### config.mk
export PLATFORM = sky130hd
export DESIGN_NAME = alu_driver
export DESIGN_NICKNAME = d
export VERILOG_FILES = /design/src/rtl/alu_pkg.sv /design/src/rtl/alu_rsp_fifo.sv /design/src/rtl/alu_driver.sv
export SDC_FILE = /design/constraint.sdc
export NUM_CORES = 1
export LEC_CHECK = 0
export ABC_AREA = 1
export ABC_CLOCK_PERIOD_IN_PS = 5880
export BUFFER_PORTS_ARGS = -buffer_cell sky130_fd_sc_hd__buf_4
export CORE_ASPECT_RATIO = 0.8
export CORE_UTILIZATION = 45
export DETAILED_ROUTE_END_ITERATION = 12
export PLACE_DENSITY = 0.68
export SKIP_LAST_GASP = 1
export SLEW_MARGIN = 20
export SYNTH_ARGS = -nofsm -noshare
export SYNTH_HDL_FRONTEND = slang
export SYNTH_SLANG_ARGS = --single-unit
export TNS_END_PERCENT = 5
### constraint.sdc
create_clock -name clk -period 5.88 [get_ports clk]
set_clock_uncertainty 0.1 [all_clocks]
set_input_delay 1.176 -clock clk [delete_from_list [all_inputs] [get_ports clk]]
set_output_delay 1.176 -clock clk [all_outputs]
set_load 0.1 [all_outputs]
### src/rtl/alu_pkg.sv
// Shared opcodes, FSM state type and opcode legality check for the ALU command driver.
package alu_pkg;

  localparam int OP_W = 4;

  localparam logic [OP_W-1:0] ALU_OP_ADD = 4'b0000;
  localparam logic [OP_W-1:0] ALU_OP_SUB = 4'b0001;

  typedef enum logic {
    IDLE = 1'b0,
    WAIT = 1'b1
  } state_t;

  function automatic logic is_legal_op(input logic [OP_W-1:0] op);
    return (op == ALU_OP_ADD) || (op == ALU_OP_SUB);
  endfunction

endpackage

### src/rtl/alu_rsp_fifo.sv
// Response FIFO: head entry is always driven straight from storage registers.
module alu_rsp_fifo #(
  parameter int W     = 9,
  parameter int DEPTH = 4
) (
  input  logic                     clk,
  input  logic                     rst_n,
  input  logic                     push,
  input  logic [W-1:0]             push_data,
  input  logic                     pop,
  output logic [W-1:0]             pop_data,
  output logic                     valid,
  output logic [$clog2(DEPTH):0]   count
);

  localparam int AW = $clog2(DEPTH);

  logic [W-1:0]  mem [DEPTH];
  logic [AW-1:0] wptr;
  logic [AW-1:0] rptr;
  logic          do_pop;

  assign do_pop = pop && (count != '0);

  always_ff @(posedge clk) begin
    if (!rst_n) begin
      wptr  <= '0;
      rptr  <= '0;
      count <= '0;
      for (int i = 0; i < DEPTH; i++) mem[i] <= '0;
    end else begin
      if (push) begin
        mem[wptr] <= push_data;
        wptr      <= wptr + 1'b1;
      end
      if (do_pop) rptr <= rptr + 1'b1;
      case ({push, do_pop})
        2'b10:   count <= count + 1'b1;
        2'b01:   count <= count - 1'b1;
        default: count <= count;
      endcase
    end
  end

  assign pop_data = mem[rptr];
  assign valid    = (count != '0);

endmodule

### src/rtl/alu_driver.sv
// Command-side initiator for the registered ALU: issues one operation at a time,
// waits out the ALU latency and returns results in order through a response FIFO.
module alu_driver
  import alu_pkg::*;
#(
  parameter int WIDTH = 8,
  parameter int LAT   = 1,
  parameter int DEPTH = 4
) (
  input  logic             clk,
  input  logic             rst_n,
  input  logic             cmd_valid,
  output logic             cmd_ready,
  input  logic [OP_W-1:0]  cmd_op,
  input  logic [WIDTH-1:0] cmd_a,
  input  logic [WIDTH-1:0] cmd_b,
  input  logic             cmd_chain,
  output logic [WIDTH-1:0] alu_a,
  output logic [WIDTH-1:0] alu_b,
  output logic [OP_W-1:0]  alu_op,
  input  logic [WIDTH-1:0] alu_result,
  output logic             rsp_valid,
  input  logic             rsp_ready,
  output logic [WIDTH-1:0] rsp_data,
  output logic             rsp_err,
  output logic             busy,
  output state_t           dbg_state
);

  localparam int CW    = (LAT < 1) ? 1 : $clog2(LAT + 1);
  localparam int CNT_W = $clog2(DEPTH) + 1;

  state_t           state;
  state_t           state_nx;
  logic [CW-1:0]    cnt;
  logic [WIDTH-1:0] last_result;
  logic [CNT_W-1:0] fifo_count;
  logic             legal;
  logic             accept;
  logic             capture;
  logic             push;
  logic [WIDTH:0]   push_data;
  logic [WIDTH:0]   pop_data;

  assign legal = is_legal_op(cmd_op);

  always_ff @(posedge clk) begin
    if (!rst_n) state <= IDLE;
    else        state <= state_nx;
  end

  always_comb begin
    state_nx = state;
    case (state)
      IDLE:    if (accept && legal) state_nx = WAIT;
      WAIT:    if (cnt == '0)       state_nx = IDLE;
      default: state_nx = IDLE;
    endcase
  end

  // Handshakes: a transfer happens on any rising edge where valid && ready are
  // both high; valid never depends on ready, and ready may depend on valid-free state only.
  always_comb begin
    cmd_ready = (state == IDLE) && (fifo_count < CNT_W'(DEPTH));
    accept    = cmd_valid && cmd_ready;
    capture   = (state == WAIT) && (cnt == '0);
    push      = capture || (accept && !legal);
    push_data = capture ? {1'b0, alu_result} : {1'b1, {WIDTH{1'b0}}};
  end

  always_ff @(posedge clk) begin
    if (!rst_n) begin
      cnt         <= '0;
      last_result <= '0;
      alu_a       <= '0;
      alu_b       <= '0;
      alu_op      <= ALU_OP_ADD;
    end else begin
      if (accept && legal) begin
        alu_a  <= cmd_chain ? last_result : cmd_a;
        alu_b  <= cmd_b;
        alu_op <= cmd_op;
        cnt    <= CW'(LAT);
      end else if ((state == WAIT) && (cnt != '0)) begin
        cnt <= cnt - CW'(1);
      end
      if (capture) last_result <= alu_result;
    end
  end

  alu_rsp_fifo #(
    .W     (WIDTH + 1),
    .DEPTH (DEPTH)
  ) u_fifo (
    .clk       (clk),
    .rst_n     (rst_n),
    .push      (push),
    .push_data (push_data),
    .pop       (rsp_ready),
    .pop_data  (pop_data),
    .valid     (rsp_valid),
    .count     (fifo_count)
  );

  assign rsp_err   = pop_data[WIDTH];
  assign rsp_data  = pop_data[WIDTH-1:0];
  assign busy      = (state != IDLE) || (fifo_count != '0);
  assign dbg_state = state;

endmodule

# After elaboration in Yosys (flattened, before gate mapping)
# Memories as Yosys holds them, arrays and structs flattened. A register that Yosys moved wholly into a read port is not among the register bits.
# Cells that the tools add are included.
# totals
word_cells,54
reg_bits,37
n_memories,1
output_inout_bits,33
ram_bits,36
inputBits,33
# memory_table
memory,depth,word_bits,read_ports,rd_ports_with_merged_regs,write_ports,line_no,text
u_fifo.mem,4,9,1,1,4,alu_rsp_fifo.sv:18,logic [W-1:0] mem [DEPTH];
# op_classes
n_addsub,5
reduce_logical,16
n_bitwise,2
eq_ne,3
magnitude_cmp,1
mux,17
# op_table
operator,count
$mux 9,2
$mux 1,9
$reduce_or 9->1,1
$mux 8,1
$logic_and 1x1->1,7
$mux 2,3
$pmux 3 s2,1
$add 2x1->2 const B,2
$eq 4x1->1 const B,1
$logic_not 4->1,1
$reduce_bool 2->1,2
$add 3x1->3 const B,1
$logic_or 1x1->1,3
$lt 3x3->1 const B,1
$reduce_bool 3->1,1
$sub 3x1->3 const B,1
$eq 2x1->1 const B,1
$eq 2x2->1 const B,1
$not 1->1,2
$pmux 1 s2,1
$logic_not 1->1,1
$sub 1x1->1 const B,1

# Depth between registers and ports, before layout
# depth
ltp_word,10
ltp_mapped,11
mapped_depth_nobuf,11

# Cells and area by module
# From an unflattened synthesis, not the netlist that was laid out.
# unflattened
hier_cells,399
hier_area_um2,3261.9
# by_module_without_submodules
module,n_inst,area_per_inst_um2,cells_per_inst
alu_rsp_fifo,1,1974.4,203
alu_driver,1,1287.5,196

# Worst setup path after synthesis
# No wires, ideal clock.
# synth_path
path_kind,reg2out
start,reg (tool-made name)
end,out rsp_data[2]
stages_incl_launch_ff,6
setup_slack_ps,2290
required_time_ps,4604
t_arrival_ps,2314
path_buffers,2
path_cell_list,dfxtp_1 > buf_2 > inv_1 > buf_2 > o21ai_0 > o22ai_1
# synth_rtl
element,line_no,text
end: declaration,alu_driver.sv:24,"output logic [WIDTH-1:0] rsp_data,"

==> summary.md <==
| Metric | Value |
|---|---|
| Most common cell in the netlist | nor2_1 |
| Minimum setup slack after placement | 2790 ps |
| Hold-fix buffers, CTS | 0 |
| Std-Cell Rows | 26 |
| IR Drop Worst-Case VDD | 0.576 mV |
| Final setup violation count | 0 |
| GR met3 Demand/Resource | 7.54% |
| FF+latch count, synth | 75 |
| Vias in the first global route | 2,406 |
| Final period utilization | 57.6% |
| Max-Slew Margin vs Limit | 50.7% |
| Total Negative Setup Slacks | 0 ps |
| Final core utilization | 59.4% |
| Fraction of synthesized cell area taken by the top area cell type | 34.4% |
| Share of async-settable or async-resettable flops after synthesis | 0% |
| Design Power | 1.75 mW |
| Switching power summed over all nets | 752 uW |
| Top FF cell, synth | dfxtp_1 |
| Clk Latency, worst-skew pair | 340 ps |
| Clock slew at the register clock pins of the worst setup and hold paths | 70 ps |
| Post-synthesis net count | 375 |
| Share of power burned in combinational logic | 38.8% |
| Overall global routing resource usage | 19.9% |
| Last weighted congestion value of the routability-driven placer | 0.830 |
| Post-detailed-route via-to-cell ratio | 5.02 |
| Initial antenna violation count | 0 |
| Synth cell types | 27 |
| Startpoint-to-endpoint class of the critical path | register to output port |
| Root buffer selected by CTS | clkbuf_8 |
| Internal power consumption | 1000 uW |
| Cell types occupying the most area after synthesis | edfxtp_1 34%, dfxtp_1 25%, nor2_1 11% |
| CP cell instances | inv_1 > o21ai_0 > o22ai_1 > buf_4 |
| Cell count after synthesis | 340 |
| Area growth, synth to finish | 24.3% |
| Layout Cells excl Fill | 491 |
| Share of final-layout standard cells stronger than drive strength 1 | 24.6% |
| Clk sink count | 75 |
| Cell types with the highest counts after synthesis | 95 x nor2_1, 39 x dfxtp_1, 39 x nand2_1 |
| Unrepaired setup endpoints after global routing | no |
| Ant diodes | 0 |
| Max-cap viol count | 0 |
| CTS Buffer Depth | 2 |
| Post-synth EDFFs | 36 |
| Number of filler cells placed in the layout | 595 |
| Post-layout minimum cycle time | 3390 ps |
| Fin Hold WS | 332 ps |
| Classification of the worst-slack hold path | register to register |
| Post-route worst setup slack | 2490 ps |
| Area occupied by registers | 1860 um2 |
| Final cell area excluding filler cells | 3910 um2 |
| Final Max Slew Viols | 0 |
| Post-CTS Repair Setup Buffers | 0 |
| Die Area | 7320 um2 |
| Average wire per standard cell | 13.7 um |
| Critical path arrival | 2110 ps |
| Clock power frac | 25.7% |
| Final global-route overflow total | 0 |
| HPWL reported at the end of detailed placement | 4.65 mm |
| Clock H-tree levels | 3 |
| Via count | 2,464 |
| Wire length after detailed routing | 6.73 mm |
| Width of the chip | 95.4 um |
| Setup crit start kind | register |
| Remaining number of nets flagged by the antenna check after routing | 0 |
| Slowest CP cell | dfxtp_1 |
| Outcome | finished clean |
| Average cell area after synthesis | 9.24 um2 |
| Fmax | 0.295 GHz |
| Starting density of the core | 47.8% |
| Final Hold Violating Endpoints | 0 |
| Met2 demand-to-capacity share in global routing | 31.8% |
| Core area | 6570 um2 |
| Number of design rule violations left after detail routing | 0 |
| Required time at the worst-slack endpoint | 4600 ps |
| Area used by multi-input combinational logic | 1100 um2 |
| Global Route met1 Usage | 26.4% |
| DRC marker count from the first detailed-route iteration | 81 |
| Fraction of power spent switching nets | 42.9% |
| Transition time at the pin with the least slew margin | 736 ps |
| CTS tree | built |
| Net count, final | 437 |
| Worst reg2reg startpoint | dbg_state$_SDFF_PN0_ |
| Initial DRT Pass Iterations | 5 |
| Worst setup EP type | output port |
| Global-route wire length before repair | 11.2 mm |
| DP Cell Count | 475 |
| Total CTS buffers | 9 |
| Destination of the critical timing path | rsp_data[5] |
| Total power divided by cell area | 448 nW/um2 |
| Number of warnings printed during yosys synthesis | 0 |
| Sequential fraction of design power | 35.6% |
| Area leader, netlist | edfxtp_1 |
| R2R Setup Slk | 3220 ps |
| Share of the yosys chip area belonging to registers | 59.2% |
| Number of top-level pins | 66 |
| Most heavily used metal layer in global routing | met2 |
| R2r worst-path depth | 6 |
| Endpoint of the worst-slack reg-to-reg timing path | u_fifo.mem[1][4]$_SDFFCE_PN0P_ |
| DP Area | 3660 um2 |
| Number of I/O port buffers | 65 |
| Static Leakage | 1.69 nW |
| Stage delay of the slowest cell on the critical path | 700 ps |
| Die Span Y | 76.8 um |
| Pin count of the biggest net entering global routing | 42 |
| Biggest fanout along the worst timing path | 19 |
| Number of gates resized after cts | 0 |
| Synthesized cell area | 3140 um2 |
metal layers:
layer / up-vias / part of all wire [%]
met5: - / 0
met4: 0 / 0
met3: 0 / 6.5
met2: 72 / 48
met1: 1143 / 46
li1: 1249 / -
placed cells by master (no fill, tap or decap):
master,instances
nor2_1,95
buf_4,65
nand2_1,39
dfxtp_1,39
edfxtp_1,36
o21ai_0,35
inv_1,24
nand3_1,11
a21oi_1,10
clkbuf_8,10
o22ai_1,9
mux2_2,8
clkbuf_16,4
inv_2,3
o21ai_1,3
nor2_2,2
nand4_4,2
nand4_1,2
nand2_2,1
nand2_4,1
nand3_2,1
nor3_4,1
xor2_1,1
or2_2,1
fa_1,1
ha_1,1
clkinv_2,1
clkbuf_1,1
cell type report:
type	instances	area share, %
clock buffers	15	6.18
clock inverters	1	0.128
flip-flops and latches	75	47.7
repair buffers	65	12.5
inverters	27	2.59
multi-input cells	224	28.3
well taps	84	2.69
flip-flops by register name, indices dropped and copies added, names as in the netlist, named ones only:
name / cells
alu_a: 8
alu_b: 8
alu_op: 4
cnt: 1
dbg_state: 1
last_result: 8
u_fifo.count: 3
u_fifo.mem: 36
u_fifo.rptr: 2
u_fifo.wptr: 2
worst max-delay path: cells and delay by family (launching register included):
| family | cells | cell delay (ps) |
|---|---|---|
| flops | 1 | 700 |
| buf+inv | 2 | 660 |
| compound gates | 2 | 400 |
power by group through the flow:
stage | sequential (mW) | clock, mW | combinational (mW)
floorplan | 0.663 | 0 | 0.512
global placement | 0.634 | 0 | 0.673
finish | 0.623 | 0.450 | 0.679
global route | 0.630 | 0.480 | 0.714
detailed placement | 0.635 | 0 | 0.679
CTS | 0.623 | 0.457 | 0.681
cells by family after synthesis:
kind of cell,after synthesis,share of synthesized area [%]
fa+ha+maj,2,1.03
mux,8,2.87
xor+xnor,1,0.279
buf+inv,41,5.65
flops,75,59.2
compound gates,57,9.43
simple gates,156,21.5
worst min path at each step:
stage	startpoint	to	slack, ps	cells after the start
after global routing	alu_op[1]$_SDFFE_PN0P_	alu_op[1]$_SDFFE_PN0P_	350	2
after global placement	alu_op[3]$_SDFFE_PN0P_	alu_op[3]$_SDFFE_PN0P_	320	2
after floorplan	u_fifo.wptr[0]$_SDFFE_PN0P_	u_fifo.wptr[0]$_SDFFE_PN0P_	340	2
final	alu_op[2]$_SDFFE_PN0P_	alu_op[2]$_SDFFE_PN0P_	330	2
after CTS	alu_op[2]$_SDFFE_PN0P_	alu_op[2]$_SDFFE_PN0P_	330	2
after detailed placement	alu_op[2]$_SDFFE_PN0P_	alu_op[2]$_SDFFE_PN0P_	320	2
(Power assumes the default switching activity.)
